[config.mk]
export PLATFORM = sky130hd
export DESIGN_NAME = lmul_stream_master_flat
export DESIGN_NICKNAME = d
export VERILOG_FILES = /design/src/rtl/lmul_stream_master_if.sv /design/src/rtl/lmul_stream_master.sv /design/src/flat_wrapper.sv
export SDC_FILE = /design/constraint.sdc
export NUM_CORES = 1
export LEC_CHECK = 0
export ABC_AREA = 1
export BUFFER_PORTS_ARGS = -buffer_cell sky130_fd_sc_hd__buf_2
export CAP_MARGIN = 20
export CORE_MARGIN = 2
export CORE_UTILIZATION = 59
export CTS_CLUSTER_DIAMETER = 50
export DETAILED_ROUTE_END_ITERATION = 7
export HOLD_SLACK_MARGIN = 0.02
export PLACE_DENSITY = 0.73
export SLEW_MARGIN = 20
export SYNTH_ARGS = -nofsm -noshare
export SYNTH_HDL_FRONTEND = slang
export SYNTH_SLANG_ARGS = --single-unit
export TNS_END_PERCENT = 100
[constraint.sdc]
create_clock -name clk -period 3.3 [get_ports clk]
set_input_delay 0.165 -clock clk [delete_from_list [all_inputs] [get_ports clk]]
set_output_delay 0.165 -clock clk [all_outputs]
set_load 0.005 [all_outputs]
[src/rtl/lmul_stream_master_if.sv]
// Valid/ready channel pair between the stream master and one bf16 L-Mul instance.
// The master drives operands out on m_* and takes products back on r_*.
interface lmul_stream_master_if;
  logic        m_valid;
  logic        m_ready;
  logic [15:0] m_a;
  logic [15:0] m_b;
  logic        r_valid;
  logic        r_ready;
  logic [15:0] r_p;

  modport master (
    output m_valid, m_a, m_b, r_ready,
    input  m_ready, r_valid, r_p
  );

  modport slave (
    input  m_valid, m_a, m_b, r_ready,
    output m_ready, r_valid, r_p
  );
endinterface

[src/rtl/lmul_stream_master.sv]
// Streams preloaded bf16 operand pairs into an L-Mul and collects the in-order products.
// Optional LMUL_MASTER_PERF_EN adds perf_cyc/perf_stall run counters.
module lmul_stream_master #(
  parameter int DEPTH   = 16,
  parameter int AW      = 4,
  parameter int MAX_OUT = 4
) (
  input  logic                  clk,
  input  logic                  rst,
  input  logic                  ld_we,
  input  logic [AW-1:0]         ld_addr,
  input  logic [15:0]           ld_a,
  input  logic [15:0]           ld_b,
  input  logic                  start,
  input  logic [AW:0]           len,
  output logic                  busy,
  output logic                  done,
  input  logic [AW-1:0]         rd_addr,
  output logic [15:0]           rd_data,
`ifdef LMUL_MASTER_PERF_EN
  output logic [31:0]           perf_cyc,
  output logic [31:0]           perf_stall,
`endif
  lmul_stream_master_if.master  bus
);

  localparam logic [AW:0] DEPTH_L   = (AW+1)'(DEPTH);
  localparam logic [AW:0] MAX_OUT_L = (AW+1)'(MAX_OUT);
  localparam logic [AW:0] ONE_L     = (AW+1)'(1);

  typedef enum logic [1:0] {
    ST_IDLE = 2'd0,
    ST_RUN  = 2'd1,
    ST_DONE = 2'd2
  } state_t;

  state_t      state_q, state_d;
  logic [AW:0] len_q, len_d;
  logic [AW:0] iss_cnt_q, iss_cnt_d;
  logic [AW:0] rcv_cnt_q, rcv_cnt_d;
  logic        m_valid_q, m_valid_d;
  logic [15:0] m_a_q, m_a_d;
  logic [15:0] m_b_q, m_b_d;
  logic [15:0] rd_data_q;

  logic [15:0] op_a_mem [DEPTH];
  logic [15:0] op_b_mem [DEPTH];
  logic [15:0] res_mem  [DEPTH];

  logic        op_we;
  logic        res_we;
  logic [AW:0] len_eff;
  logic [AW:0] outstanding;
  logic        can_load;

  assign op_we       = (state_q == ST_IDLE) && ld_we;
  assign res_we      = (state_q == ST_RUN) && bus.r_valid;
  assign len_eff     = (len > DEPTH_L) ? DEPTH_L : len;
  assign outstanding = iss_cnt_q - rcv_cnt_q;
  assign can_load    = (!m_valid_q || bus.m_ready) && (iss_cnt_q < len_q) &&
                       (outstanding < MAX_OUT_L);

  always_comb begin
    state_d   = state_q;
    len_d     = len_q;
    iss_cnt_d = iss_cnt_q;
    rcv_cnt_d = rcv_cnt_q;
    m_valid_d = m_valid_q;
    m_a_d     = m_a_q;
    m_b_d     = m_b_q;
    case (state_q)
      ST_IDLE: begin
        if (start) begin
          len_d     = len_eff;
          iss_cnt_d = '0;
          rcv_cnt_d = '0;
          if (len_eff == '0) begin
            state_d = ST_DONE;
          end else begin
            // Pair 0 is issued on the start edge; forward a same-cycle write to entry 0.
            state_d   = ST_RUN;
            m_valid_d = 1'b1;
            iss_cnt_d = ONE_L;
            m_a_d     = (op_we && ld_addr == '0) ? ld_a : op_a_mem[0];
            m_b_d     = (op_we && ld_addr == '0) ? ld_b : op_b_mem[0];
          end
        end
      end
      ST_RUN: begin
        if (can_load) begin
          m_valid_d = 1'b1;
          m_a_d     = op_a_mem[iss_cnt_q[AW-1:0]];
          m_b_d     = op_b_mem[iss_cnt_q[AW-1:0]];
          iss_cnt_d = iss_cnt_q + ONE_L;
        end else if (m_valid_q && bus.m_ready) begin
          m_valid_d = 1'b0;
        end
        if (res_we) begin
          rcv_cnt_d = rcv_cnt_q + ONE_L;
        end
        if (rcv_cnt_d == len_q) begin
          state_d = ST_DONE;
        end
      end
      ST_DONE: begin
        state_d   = ST_IDLE;
        m_valid_d = 1'b0;
      end
      default: begin
        state_d   = ST_IDLE;
        m_valid_d = 1'b0;
      end
    endcase
  end

  always_ff @(posedge clk) begin
    if (rst) begin
      state_q   <= ST_IDLE;
      len_q     <= '0;
      iss_cnt_q <= '0;
      rcv_cnt_q <= '0;
      m_valid_q <= 1'b0;
      m_a_q     <= '0;
      m_b_q     <= '0;
      rd_data_q <= '0;
    end else begin
      state_q   <= state_d;
      len_q     <= len_d;
      iss_cnt_q <= iss_cnt_d;
      rcv_cnt_q <= rcv_cnt_d;
      m_valid_q <= m_valid_d;
      m_a_q     <= m_a_d;
      m_b_q     <= m_b_d;
      rd_data_q <= res_mem[rd_addr];
    end
  end

  // Buffers carry no reset so they map onto plain RAM.
  always_ff @(posedge clk) begin
    if (op_we) begin
      op_a_mem[ld_addr] <= ld_a;
      op_b_mem[ld_addr] <= ld_b;
    end
    if (res_we) begin
      res_mem[rcv_cnt_q[AW-1:0]] <= bus.r_p;
    end
  end

`ifdef LMUL_MASTER_PERF_EN
  logic [31:0] perf_cyc_q, perf_cyc_d;
  logic [31:0] perf_stall_q, perf_stall_d;

  always_comb begin
    perf_cyc_d   = perf_cyc_q;
    perf_stall_d = perf_stall_q;
    if (state_q == ST_IDLE && start) begin
      perf_cyc_d   = '0;
      perf_stall_d = '0;
    end else if (state_q != ST_IDLE) begin
      perf_cyc_d = perf_cyc_q + 32'd1;
      if (m_valid_q && !bus.m_ready) begin
        perf_stall_d = perf_stall_q + 32'd1;
      end
    end
  end

  always_ff @(posedge clk) begin
    if (rst) begin
      perf_cyc_q   <= '0;
      perf_stall_q <= '0;
    end else begin
      perf_cyc_q   <= perf_cyc_d;
      perf_stall_q <= perf_stall_d;
    end
  end

  assign perf_cyc   = perf_cyc_q;
  assign perf_stall = perf_stall_q;
`endif

  assign busy        = (state_q != ST_IDLE);
  assign done        = (state_q == ST_DONE);
  assign rd_data     = rd_data_q;
  assign bus.m_valid = m_valid_q;
  assign bus.m_a     = m_a_q;
  assign bus.m_b     = m_b_q;
  assign bus.r_ready = (state_q == ST_RUN);

endmodule

[src/flat_wrapper.sv]
// flat-port wrapper written by rule: the top's interface ports become plain ports
module lmul_stream_master_flat 
#(
  parameter int DEPTH   = 16,
  parameter int AW      = 4,
  parameter int MAX_OUT = 4
)
  (clk, rst, ld_we, ld_addr, ld_a, ld_b, start, len, busy, done, rd_addr, rd_data, bus_m_valid, bus_m_a, bus_m_b, bus_r_ready, bus_m_ready, bus_r_valid, bus_r_p);
  lmul_stream_master_if bus_i ();
  input  logic clk;
  input  logic rst;
  input  logic ld_we;
  input  logic [AW-1:0] ld_addr;
  input  logic [15:0] ld_a;
  input  logic [15:0] ld_b;
  input  logic start;
  input  logic [AW:0] len;
  output logic busy;
  output logic done;
  input  logic [AW-1:0] rd_addr;
  output logic [15:0] rd_data;
  output wire logic [$bits(bus_i.m_valid)-1:0] bus_m_valid;
  output wire logic [$bits(bus_i.m_a)-1:0] bus_m_a;
  output wire logic [$bits(bus_i.m_b)-1:0] bus_m_b;
  output wire logic [$bits(bus_i.r_ready)-1:0] bus_r_ready;
  input wire logic [$bits(bus_i.m_ready)-1:0] bus_m_ready;
  input wire logic [$bits(bus_i.r_valid)-1:0] bus_r_valid;
  input wire logic [$bits(bus_i.r_p)-1:0] bus_r_p;
  assign bus_m_valid = bus_i.m_valid;
  assign bus_m_a = bus_i.m_a;
  assign bus_m_b = bus_i.m_b;
  assign bus_r_ready = bus_i.r_ready;
  assign bus_i.m_ready = bus_m_ready;
  assign bus_i.r_valid = bus_r_valid;
  assign bus_i.r_p = bus_r_p;
  lmul_stream_master #(.DEPTH(DEPTH), .AW(AW), .MAX_OUT(MAX_OUT)) u_core (.clk(clk), .rst(rst), .ld_we(ld_we), .ld_addr(ld_addr), .ld_a(ld_a), .ld_b(ld_b), .start(start), .len(len), .busy(busy), .done(done), .rd_addr(rd_addr), .rd_data(rd_data), .bus(bus_i));
endmodule
==> impl_results.md <==
- Worst hold path endpoint: u_core.rd_data[3]
- All-Layer GR Usage: roughly 29%
- Core Rows: 89
- MaxCap Viol Count: 0
- Hold Vio Cnt, Final: 0
- Via-per-instance ratio: 5.889
- Netlist cell types: 34
- Leakage: 15.86 nW
- Final worst path period share: 85.62%
- Post-layout power: 0.02526 W
- Total number of yosys warnings: 0
- CP Capture Type: flop
- Maximum vdd drop: between 400 and 500 µV
- Largest net degree at the start of global routing: approximately 180
- Clock network fraction of design power: a little over 40%
- Vias: around 25000
- Synth top area cells: edfxtp_1 (65%), nand2_1 (8.6%), nand3_1 (5.4%), inv_1 (4.1%), dfxtp_1 (4.0%)
- Post-cts resize count: 0
- Final Skew: ~0.025 ns
- Most frequent cells after synthesis: nand2_1 (807), edfxtp_1 (768), inv_1 (388)
- Die X: ~250 µm
- Synthesis-stage register bit count: 838
- I/O pin total: about 120
- Antenna viol nets, final: 0
- Core Region: between 50000 and 60000 µm²
- Gpl congestion: about 0.86
- Vias in the first global route: around 25000
- Clk pin slew, worst setup/hold paths: roughly 0.06 ns
- Startpoint types: flop
- Min Tclk post-route: 2.826 ns
- TNS Setup: 0 ns
- HP Start: rd_addr[3]
- Gate power share: approximately an eighth
- Cts bufs inserted: 86
- P_int: about 0.019 W
- Critical Path RT: between 3 and 4 ns
- Initial core utilization: approximately 60%
- Die Area: slightly above 60000 µm²
- TritonCTS clock tree: built
- Worst-Skew Late Latency: 0.64 ns
- Worst path arrival time: around 3.4 ns
- Post-synthesis to final-layout area growth: 14.62%
- Final setup fails: 0
- Die height: 248.7 µm
- Status: finished clean
- Reg power frac: 47.2%
- DRT iter0 DRCs: around 3000
- Clock sink count: between 800 and 900
- Most frequent cell after synthesis: nand2_1
- Max_slew headroom: a little over a quarter
- H-tree depth: 3
- Worst r2r path cells: 11
- Buffers added on ports: approximately 120
- Worst reg2reg path startpoint: u_core.rcv_cnt_q[2]
- Hpwl dp: between 50 and 60 mm
- CP max FO: 33
- Total grt overflow: 0
- Register area share after synthesis: 69.22%
- First-pass DRT Iterations: 6
- Reg-to-reg slack, setup: roughly 0.47 ns
- First-pass GRT wire length: 138.0 mm
- Worst setup path category: flop to flop
- FFs w/ async S/R, synth: 0%
- WL/cell: around 21 µm
- Sw Pwr: around 0.0063 W
- Total Wirelength: about 90 mm
- Root Driver: clkbuf_16
- RSZ-0062 raised after global routing: no
- Clock buffer depth: 3
- Worst r2r dst: u_core.bus.m_b[3]
- Sw Share: about a quarter
- Initial antenna violation count: 3
- # DRC: 0
- Top cell type's share of synthesized area: between 60 and 70%
- WHS Path Cells: 3
- Syn Inst Count: approximately 3300
- Largest area contributor in the netlist: edfxtp_1
- Least-Margin Pin Slew: approximately 1.1 ns
- Mapped Nets: 3366
- Nets: ~3500
- Hold Path Class: primary input to flop
- Fraction of layout cells with a size suffix above 1: 10.43%
- Finished Core Util: between 60% and 70%
- Mapped Area: 35340 µm²
- Setup bufs post-CTS: 0
- Top FF cell, synth: edfxtp_1
- Syn_area_per_cell: ~11 µm²
- Pwr/cell area: 623.7 nW/µm²
- Fmax: 353.9 MHz
- Count of flip-flops with a built-in enable after synthesis: approximately 770
- Fin. max-slew vios: 0
## layer usage
layer / wire, µm / up-vias / global-route usage [%]
li1: - / 11460 / -
met1: 34080 / 12060 / 36.84
met2: 44900 / 1392 / 49.57
met3: 7538 / 254 / 4.608
met4: 3385 / 2 / 11.79
met5: 13 / - / 0
## power by group through the flow
stage	logic, W	clock network (W)	registers (W)
global placement	0.00282	0	0.0121
CTS	0.00297	0.0104	0.0119
finish	0.00301	0.0103	0.0119
detailed placement	0.00289	0	0.0122
global route	0.00331	0.0108	0.0119
floorplan	0.00193	0	0.0121
## sequential cells by signal (all words and copies together) (netlist names), named ones only
name	cells
u_core.bus.m_a	16
u_core.bus.m_b	16
u_core.bus.m_valid	1
u_core.iss_cnt_q	5
u_core.len_q	5
u_core.op_a_mem	256
u_core.op_b_mem	256
u_core.rcv_cnt_q	5
u_core.rd_data	16
u_core.res_mem	256
u_core.state_q	2
## kinds of logic (layout without fill, tap and decap cells)
group                    after synthesis  in the layout  synth area share (%)
flip-flops                           838            838                 69.22
adder cells (fa/ha/maj)               12             12                0.4248
XOR/XNOR                               4              4               0.09915
buffers and inverters                587            799                 6.635
other                                  0              1                     0
AO/OA/AOI/OAI                        348            348                 5.944
AND/OR/NAND/NOR                     1498           1498                 17.68
## what timing repair did
item	4_1_cts	5_1_grt
hold endpoints to repair	776	0
hold buffers	59	0
setup endpoints to repair	0	0
## per-stage QoR
| stage | hold slack (ns) | cells | worst slack, ns | area (µm²) |
|---|---|---|---|---|
| 6_report | 0.06082 | 4273 | 0.4744 | 40510 |
| 3_5_place_dp | 0.4338 | 4053 | 0.5356 | 36880 |
| 4_1_cts | 0.03145 | 4271 | 0.5068 | 40480 |
| 2_1_floorplan | 0.2639 | 3287 | 0.7317 | 35340 |
| 3_3_place_gp | 0.4230 | 4053 | 0.7231 | 36880 |
| 5_1_grt | 0.04053 | 4273 | 0.2099 | 40510 |
## how the worst max path moves through the flow
| stage | startpoint | to | slack, ns |
|---|---|---|---|
| floorplan | u_core.state_q[1] | u_core.op_a_mem[10][0] | 0.73 |
| global placement | u_core.rcv_cnt_q[2] | u_core.bus.m_a[10] | 0.72 |
| detailed placement | u_core.rcv_cnt_q[2] | u_core.bus.m_b[3] | 0.54 |
| CTS | u_core.rcv_cnt_q[2] | u_core.bus.m_b[3] | 0.51 |
| global route | u_core.rcv_cnt_q[2] | u_core.bus.m_b[3] | 0.21 |
| finish | u_core.rcv_cnt_q[2] | u_core.bus.m_b[3] | 0.47 |
## layout by cell type, fill, tap and decap left out, drive strengths merged, types with 8 or more instances in the layout
master / count
nand3: 385
ha: 12
clkinvlp: 8
bufinv: 18
clkinv: 32
nor2: 264
dfxtp: 70
dlygate4sd3: 59
o21ai: 179
o221ai: 45
o211ai: 62
edfxtp: 768
o22ai: 19
buf: 186
a21oi: 39
nand2: 810
inv: 401
nand4: 35
clkbuf: 95
## critical path, cell delays in order, from the launching register on
cell      delay (ns)
dfxtp_1         0.46
inv_1           0.12
ha_1            0.37
a21oi_1         0.22
nand3b_1        0.11
nand2_1         0.10
nand4_2         0.12
nand2_2         0.33
nand3_4         0.51
nand2_1         0.20
inv_1           0.06
nor2_1          0.12
## area by class of cell
type	instances	area, µm²
diodes	1	2.502
clock buffers	95	2196
clock inverters	64	813.3
fillers	4195	18620
inverters	395	1491
multi-input cells	1862	8687
flip-flops and latches	838	24470
well taps	773	967.2
repair buffers	245	1877
Note: power is estimated with default switching activity, not from simulation.
